===== src/rtl/branch_resolve_unit_pkg.sv =====
// Shared types and constants for the branch resolve unit.
// GHR_LENGTH_DEF sizes the update record and is the default history width of the top.
package branch_resolve_unit_pkg;

  localparam int unsigned GHR_LENGTH_DEF = 8;

  // Fall-through PC skips the branch and its delay slot.
  localparam logic [31:0] DELAY_SLOT_OFS = 32'd8;

  typedef enum logic {
    IDLE,
    RECOVER
  } bruState_t;

  // One PHT update: branch PC, history used to index, resolved direction.
  typedef struct packed {
    logic [31:0]               pc;
    logic [GHR_LENGTH_DEF-1:0] ghr;
    logic                      take;
  } updRec_t;

endpackage


===== src/rtl/bru_upd_fifo.sv =====
// Synchronous FIFO of PHT update records with full/empty flags.
// Depth must be a power of two (>= 2) so the pointers wrap naturally.
module bru_upd_fifo
  import branch_resolve_unit_pkg::*;
#(
  parameter int unsigned Depth = 4
) (
  input  logic    clk,
  input  logic    rst,
  input  logic    pushValid,
  input  updRec_t pushData,
  input  logic    popReady,
  output logic    popValid,
  output updRec_t popData,
  output logic    full,
  output logic    empty
);

  localparam int unsigned PtrW = $clog2(Depth);
  localparam int unsigned CntW = PtrW + 1;
  localparam logic [CntW-1:0] DepthCnt = CntW'(Depth);

  updRec_t         mem [Depth];
  logic [PtrW-1:0] wrPtrQ, rdPtrQ;
  logic [CntW-1:0] countQ, countD;
  logic            doPush, doPop;

  assign full     = (countQ == DepthCnt);
  assign empty    = (countQ == '0);
  assign popValid = ~empty;
  assign popData  = mem[rdPtrQ];

  // Guard both sides so an illegal request can never corrupt occupancy.
  assign doPush = pushValid & ~full;
  assign doPop  = popReady & ~empty;

  // Occupancy follows push/pop; simultaneous push and pop cancel out.
  always_comb begin
    countD = countQ;
    unique case ({doPush, doPop})
      2'b10:   countD = countQ + CntW'(1);
      2'b01:   countD = countQ - CntW'(1);
      default: countD = countQ;
    endcase
  end

  // Pointer and occupancy registers.
  always_ff @(posedge clk or negedge rst) begin
    if (!rst) begin
      wrPtrQ <= '0;
      rdPtrQ <= '0;
      countQ <= '0;
    end else begin
      if (doPush) wrPtrQ <= wrPtrQ + PtrW'(1);
      if (doPop)  rdPtrQ <= rdPtrQ + PtrW'(1);
      countQ <= countD;
    end
  end

  // Storage needs no reset; entries are only visible once counted.
  always_ff @(posedge clk) begin
    if (doPush) mem[wrPtrQ] <= pushData;
  end

endmodule


===== src/rtl/branch_resolve_unit.sv =====
// Branch resolve unit: detects EX-stage mispredicts, issues a one-cycle redirect with the
// corrected PC and history, and queues every resolved branch as a PHT update.
// Optional macro BRU_PERF_CNT_EN adds saturating branch/mispredict counters.
module branch_resolve_unit
  import branch_resolve_unit_pkg::*;
#(
  parameter int unsigned GHR_LENGTH = GHR_LENGTH_DEF,
  parameter int unsigned UPD_DEPTH  = 4
) (
  input  logic                  clk,
  input  logic                  rst,
  input  logic                  branchE,
  input  logic                  stallE,
  input  logic                  pred_takeE,
  input  logic                  actual_takeE,
  input  logic [31:0]           pcE,
  input  logic [31:0]           targetE,
  input  logic [GHR_LENGTH-1:0] ghrE,
  output logic                  redirect_valid,
  output logic [31:0]           redirect_pc,
  output logic [GHR_LENGTH-1:0] ghr_fix,
  output logic                  flush_req,
  output logic                  stall_req,
  output logic                  upd_valid,
  input  logic                  upd_ready,
  output logic [31:0]           upd_pc,
  output logic [GHR_LENGTH-1:0] upd_ghr,
  output logic                  upd_take
`ifdef BRU_PERF_CNT_EN
  ,
  output logic [31:0]           br_cnt,
  output logic [31:0]           mis_cnt
`endif
);

  bruState_t             stateQ, stateD;
  logic                  accept, mispred, fifoFull, fifoEmpty;
  logic [31:0]           redirectPcQ;
  logic [GHR_LENGTH-1:0] ghrFixQ;
  updRec_t               pushRec, headRec;

  // stall_req comes from occupancy before this cycle's pop, so full blocks a push even
  // when the head is leaving in the same cycle.
  assign stall_req = fifoFull;
  assign accept    = branchE & ~stallE & ~fifoFull & (stateQ == IDLE);
  assign mispred   = pred_takeE ^ actual_takeE;

  // Next-state: a mispredict opens a single recovery cycle.
  always_comb begin
    stateD = stateQ;
    unique case (stateQ)
      IDLE:    if (accept && mispred) stateD = RECOVER;
      RECOVER: stateD = IDLE;
      default: stateD = IDLE;
    endcase
  end

  // State register.
  always_ff @(posedge clk or negedge rst) begin
    if (!rst) stateQ <= IDLE;
    else      stateQ <= stateD;
  end

  // The recovery cycle is exactly the redirect pulse.
  assign redirect_valid = (stateQ == RECOVER);
  assign flush_req      = redirect_valid;
  assign redirect_pc    = redirectPcQ;
  assign ghr_fix        = ghrFixQ;

  // Capture corrected fetch PC and history on an accepted mispredict; hold otherwise.
  always_ff @(posedge clk or negedge rst) begin
    if (!rst) begin
      redirectPcQ <= '0;
      ghrFixQ     <= '0;
    end else if (accept && mispred) begin
      redirectPcQ <= actual_takeE ? targetE : (pcE + DELAY_SLOT_OFS);
      ghrFixQ     <= {ghrE[GHR_LENGTH-2:0], actual_takeE};
    end
  end

  // Update record built from the branch as seen at accept.
  always_comb begin
    pushRec      = '0;
    pushRec.pc   = pcE;
    pushRec.ghr  = ghrE;
    pushRec.take = actual_takeE;
  end

  bru_upd_fifo #(
    .Depth (UPD_DEPTH)
  ) u_upd_fifo (
    .clk       (clk),
    .rst       (rst),
    .pushValid (accept),
    .pushData  (pushRec),
    .popReady  (upd_ready),
    .popValid  (upd_valid),
    .popData   (headRec),
    .full      (fifoFull),
    .empty     (fifoEmpty)
  );

  assign upd_pc   = headRec.pc;
  assign upd_ghr  = headRec.ghr;
  assign upd_take = headRec.take;

`ifdef BRU_PERF_CNT_EN
  logic [31:0] brCntQ, misCntQ;

  // Saturating event counters for accepted branches and mispredicts.
  always_ff @(posedge clk or negedge rst) begin
    if (!rst) begin
      brCntQ  <= '0;
      misCntQ <= '0;
    end else if (accept) begin
      if (brCntQ != 32'hFFFF_FFFF)              brCntQ  <= brCntQ + 32'd1;
      if (mispred && misCntQ != 32'hFFFF_FFFF) misCntQ <= misCntQ + 32'd1;
    end
  end

  assign br_cnt  = brCntQ;
  assign mis_cnt = misCntQ;
`else
  // Counters absent; fifoEmpty is otherwise only consumed inside the FIFO flags.
`endif

  logic unusedEmpty;
  assign unusedEmpty = fifoEmpty;

endmodule

===== config.mk =====
export PLATFORM = sky130hd
export DESIGN_NAME = branch_resolve_unit
export DESIGN_NICKNAME = d
export VERILOG_FILES = /design/src/rtl/branch_resolve_unit_pkg.sv /design/src/rtl/bru_upd_fifo.sv /design/src/rtl/branch_resolve_unit.sv
export SDC_FILE = /design/constraint.sdc
export NUM_CORES = 1
export LEC_CHECK = 0
export CORE_MARGIN = 4
export CORE_UTILIZATION = 55
export DETAILED_ROUTE_END_ITERATION = 6
export PLACE_DENSITY = 0.83
export SYNTH_ARGS = -nofsm -noshare
export SYNTH_HDL_FRONTEND = slang
export SYNTH_SLANG_ARGS = --single-unit

===== constraint.sdc =====
create_clock -name clk -period 5.6 [get_ports clk]
set_input_delay 0.56 -clock clk [delete_from_list [all_inputs] [get_ports clk]]
set_output_delay 0.56 -clock clk [all_outputs]
set_load 0.005 [all_outputs]

* Word-level counts from Yosys, hierarchy flattened
Memory sizes are Yosys's and may differ from the RTL's. Index checks and enable logic that the tools add are counted.
Word-level totals: register bits after elaboration 48, bits in latches 0, RAM bits 164, ROM bits 0, bits of input ports 79, output and inout port bits 85, word-level logic and storage cells 34, memories 1
Cells by class: add/subtract/negate cells 5, multipliers 0, div/mod/pow operators 0, magnitude comparators 0, equality and inequality tests 3, shift-type cells 0, multiplexer cells 6, bitwise logic cells 10, reduce and logical (&&, ||, !) cells 3
Memories:
- u_upd_fifo.mem | depth 4, bits a word 41, rd ports 1, clocked after memory_dff 0, write ports 1, RTL line bru_upd_fifo.sv:23 | updRec_t mem [Depth];
Operators with widths (count):
- adder 32 x 4 -> 32 bit, second input constant | 1
- 2-to-1 mux 32 bit | 1
- case mux 3 bit (2 select lines) | 1
- bitwise AND 1 bit | 5
- adder 2 x 1 -> 2 bit, second input constant | 2
- inverter 1 bit | 4
- adder 3 x 1 -> 3 bit, second input constant | 1
- == test 3 bit, second input constant | 1
- zero test 3 bit | 1
- 2-to-1 mux 1 bit | 3
- subtractor 3 x 1 -> 3 bit, second input constant | 1
- == test 2 x 1 -> 1 bit, second input constant | 1
- == test 2 bit, second input constant | 1
- case mux 1 bit (2 select lines) | 1
- nonzero test 2 bit | 1
- logical AND 1 bit | 1
- XOR 1 bit | 1

* Depth between registers and ports, before layout
depth in word-level cells 7, depth in mapped cells 10, depth with buffers taken out 9

* Modules after synthesis
Synthesis repeated with hierarchy kept, for this count alone.
Second synthesis, totals: cells, all modules 521, area, all modules 8780.9 um^2
Modules (own cells, without submodules):
- bru_upd_fifo | times used 1, cells each 253, area each 6401.1 um^2, sequential area each 5099.9 um^2
- branch_resolve_unit | times used 1, cells each 268, area each 2379.8 um^2, sequential area each 1026.0 um^2

* Worst setup path before layout
OpenSTA, ideal clock, no wires.
path kind input port to flip-flop, from input port stallE, to memory u_upd_fifo.mem[0][0] in the netlist's numbering, enable pin, setup time 0.402 ns, arrival 2.134 ns, data required time 5.198 ns, setup slack 3.063 ns, cell stages on the path 4, path buffers 1, cell sequence nor2_1 and3b_1 clkbuf_1 and2_1
Between the ends: longest elaborated chain between the ends 7
Ends and longest elaborated chain:
- from (decl) | RTL line branch_resolve_unit.sv:13 | input logic stallE,
- inverter 1 bit | RTL line branch_resolve_unit.sv:45 | assign accept = branchE & ~stallE & ~fifoFull & (stateQ == IDLE);
- bitwise AND 1 bit (3 in a row) | RTL line branch_resolve_unit.sv:45
- bitwise AND 1 bit | RTL line bru_upd_fifo.sv:34 | assign doPush = pushValid & ~full;
- 2-to-1 mux 1 bit | RTL line bru_upd_fifo.sv:62 | if (doPush) mem[wrPtrQ] <= pushData;
- 2-to-1 mux 1 bit (implied by the code) | RTL line bru_upd_fifo.sv:62
- to (decl) | RTL line bru_upd_fifo.sv:23
Every way passes these cells.

* Worst setup path in the final report
from register u_upd_fifo.rdPtrQ[0], to output port upd_pc[20]
Between the ends: longest elaborated chain between the ends 1
Ends and longest elaborated chain:
- from (decl) | RTL line bru_upd_fifo.sv:24 | logic [PtrW-1:0] wrPtrQ, rdPtrQ;
- from (signal assigned) | RTL line bru_upd_fifo.sv:55 | if (doPop) rdPtrQ <= rdPtrQ + PtrW'(1);
- memory (4 x 41 bit)
- to (decl) | RTL line branch_resolve_unit.sv:26 | output logic [31:0] upd_pc,
Every way passes these cells.

==> run metrics <==
critical path fanouts, max=29; # Post-CTS Setup Buffers=0; first-pass GRT wire length=33,700 um; Netlist cell types=39; Mapped Area=slightly below 0.009 sq mm; post-synth net total=around 640; Power Total=5.24 mW; Synth top area share=55.8%; Max Cap Violations=0; Initial Util=55.8%; clock network power share=27.7%; antenna viol nets, final=0; syn_area_per_cell=between 15 and 20 sq um; Lkg Pwr=roughly 4.0 nW; CTS tree=done; core box area=0.0158 sq mm; area leader, netlist=edfxtp_1; Final Max Slew Viols=0; final setup violation count=0; total wire length=approximately 22,000 um; cell with the most instances after synthesis=edfxtp_1; Power Density=461 mW/mm^2; GR Util All Layers=between 20% and 30%; Final Cycle Share=a little over three fifths; EDFF count, synth=164; drt pass-1 iters=4; # H-tree levels=1; ratio of cells with drive above 1 in the final layout=12.4%; CTS max path bufs=3; Rel. slew slack=a little over a fifth; clock skew=0.0104 ns; P&R area growth vs syn=28.7%; worst slew pin tran=1.17 ns; Cells after DPL=roughly 910; setup TNS=0 ns; peak supply drop=0.223 mV; RSZ-0062 raised after global routing=no; combinational fraction of design power=between 20 and 30%; vias in the first global route=6,037; Root Driver=clkbuf_16; Placer Congestion=0.818; Net Sw Power=around 1.4 mW; die width=between 100 and 150 um; Post-synth top cells=edfxtp_1, nand2_1, dfrtp_1, mux4_2; crit path launch type=flop; Final Hold Vio Count=0; synthesized flop and latch total=212; routed vias=5,635; final cell count without fillers=~940; I/O Buffers=163; Ys Warns=0; Initial DRC Count=427; initial antenna violation count=0; Final min period=3.52 ns; ranking of synthesized cells by area=edfxtp_1, dfrtp_1, mux4_2; Hold Path Class=primary input to async pin; Req. time, crit path=5.04 ns; Gate Count Post-Synth=between 500 and 600; DR WL/cell=between 20 and 25 um; Max Clock Freq=284 MHz; CTS Hold Bufs=0; WS Path Type=flop to output port; Synth async-reset ratio=22.6%; Std-Cell Rows=46; pre-CTS setup slack=2.45 ns; Flop pwr share=a little over two fifths; CTS resizes=0; register area share after synthesis=69.4%; Synth Flop Type=edfxtp_1; largest net degree at the start of global routing=51; Sw Share=about 27%; vias per cell=5.97; WP data arrival=just under 3 ns; outcome=complete, no violations; Remaining DRCs=0; die height=135 um; number of buffers created by CTS=21; num ports=164; CP Capture Type=output port; Finished Core Util=between 70% and 80%; worst setup margin=2.08 ns; P_int=3.83 mW; Clock Latency Late Sink=roughly 0.48 ns; Congestion Overflow GR=0; Clock transition at path regs=about 0.060 ns; die area=0.0181 sq mm; nets@finish=800; Sink Count=approximately 210; diodes inserted=0; Detail Placement HPWL=13,900 um
-- stage by stage --
stage / instance area, sq um / hold WS [ns]
floorplan: 8820 / 0.264
global placement: 10600 / 0.462
detailed placement: 10600 / 0.471
CTS: 11400 / 0.226
global route: 11400 / 0.257
finish: 11400 / 0.201
-- layout make-up --
| type | instances | area [sq um] |
|---|---|---|
| Sequential cell | 212 | 6130 |
| Tap cell | 216 | 270 |
| Fill cell | 977 | 4470 |
| Multi-Input combinational cell | 301 | 2540 |
| Clock buffer | 33 | 676 |
| Timing Repair Buffer | 167 | 1650 |
| Clock inverter | 4 | 50.0 |
| Inverter | 11 | 41.3 |
-- power by group through the flow --
stage	clock network, mW	registers [mW]	logic, mW
2_1_floorplan	0	2.12	0.771
3_3_place_gp	0	2.26	1.50
3_5_place_dp	0	2.28	1.55
4_1_cts	1.47	2.26	1.56
5_1_grt	1.54	2.29	1.65
6_report	1.45	2.25	1.54
-- per-layer routing --
metal	track usage, %	wire length, um
met2	40.4	10800
met5	0	0
met1	33.2	8490
met4	8.71	715
met3	3.17	1610
-- cell usage in the layout, fill, tap and decap left out, types with 11 or more instances in the layout --
master / count
o21ai_0: 25
mux4_2: 41
inv_1: 11
xnor2_1: 22
clkdlybuf4s50_1: 161
dfrtp_1: 46
clkbuf_16: 25
a21oi_1: 14
nor2_1: 25
nand3_1: 23
edfxtp_1: 164
nand4_1: 11
nand2_1: 55
-- registers in the layout, summed over array words and instances (netlist names) --
signal	count
u_upd_fifo.rdPtrQ	2
ghr_fix	8
u_upd_fifo.wrPtrQ	2
flush_req	1
u_upd_fifo.mem	164
redirect_pc	32
u_upd_fifo.countQ	3
-- cell families (layout without fill, tap and decap cells) --
| logic type | count (synthesis) | after routing | share of synthesized area (%) |
|---|---|---|---|
| buffers and inverters | 39 | 215 | 1.83 |
| adder cells (fa/ha/maj) | 7 | 7 | 1.08 |
| AND/OR/NAND/NOR | 153 | 153 | 8.63 |
| AO/OA/AOI/OAI | 61 | 61 | 4.57 |
| XOR/XNOR | 30 | 30 | 2.98 |
| flip-flops | 212 | 212 | 69.4 |
| multiplexers | 50 | 50 | 11.5 |
-- worst paths after layout --
kind                       slack (ns)  cells after the start                             start                                to
hold reg to reg                  0.48                      2            ghr_fix[1]$_DFFE_PN0N_            ghr_fix[1]$_DFFE_PN0N_
setup / recovery                 2.08                      3  u_upd_fifo.rdPtrQ[0]$_DFFE_PN0P_                        upd_pc[20]
hold / removal                   0.20                      2                               rst  u_upd_fifo.countQ[1]$_DFFE_PN0P_
min in group clk                 0.48                      2            ghr_fix[1]$_DFFE_PN0N_            ghr_fix[1]$_DFFE_PN0N_
setup reg to reg                 2.99                      9  u_upd_fifo.countQ[0]$_DFFE_PN0P_  u_upd_fifo.countQ[2]$_DFFE_PN0P_
max in group asynchronous        4.91                      2                               rst  u_upd_fifo.rdPtrQ[1]$_DFFE_PN0P_
-- critical path: stages, from the launching register on --
cell and delay, ns:
dfrtp_2 1.00, buf_4 0.44, mux4_2 0.56, clkdlybuf4s50_1 0.46
(Power assumes the default switching activity.)
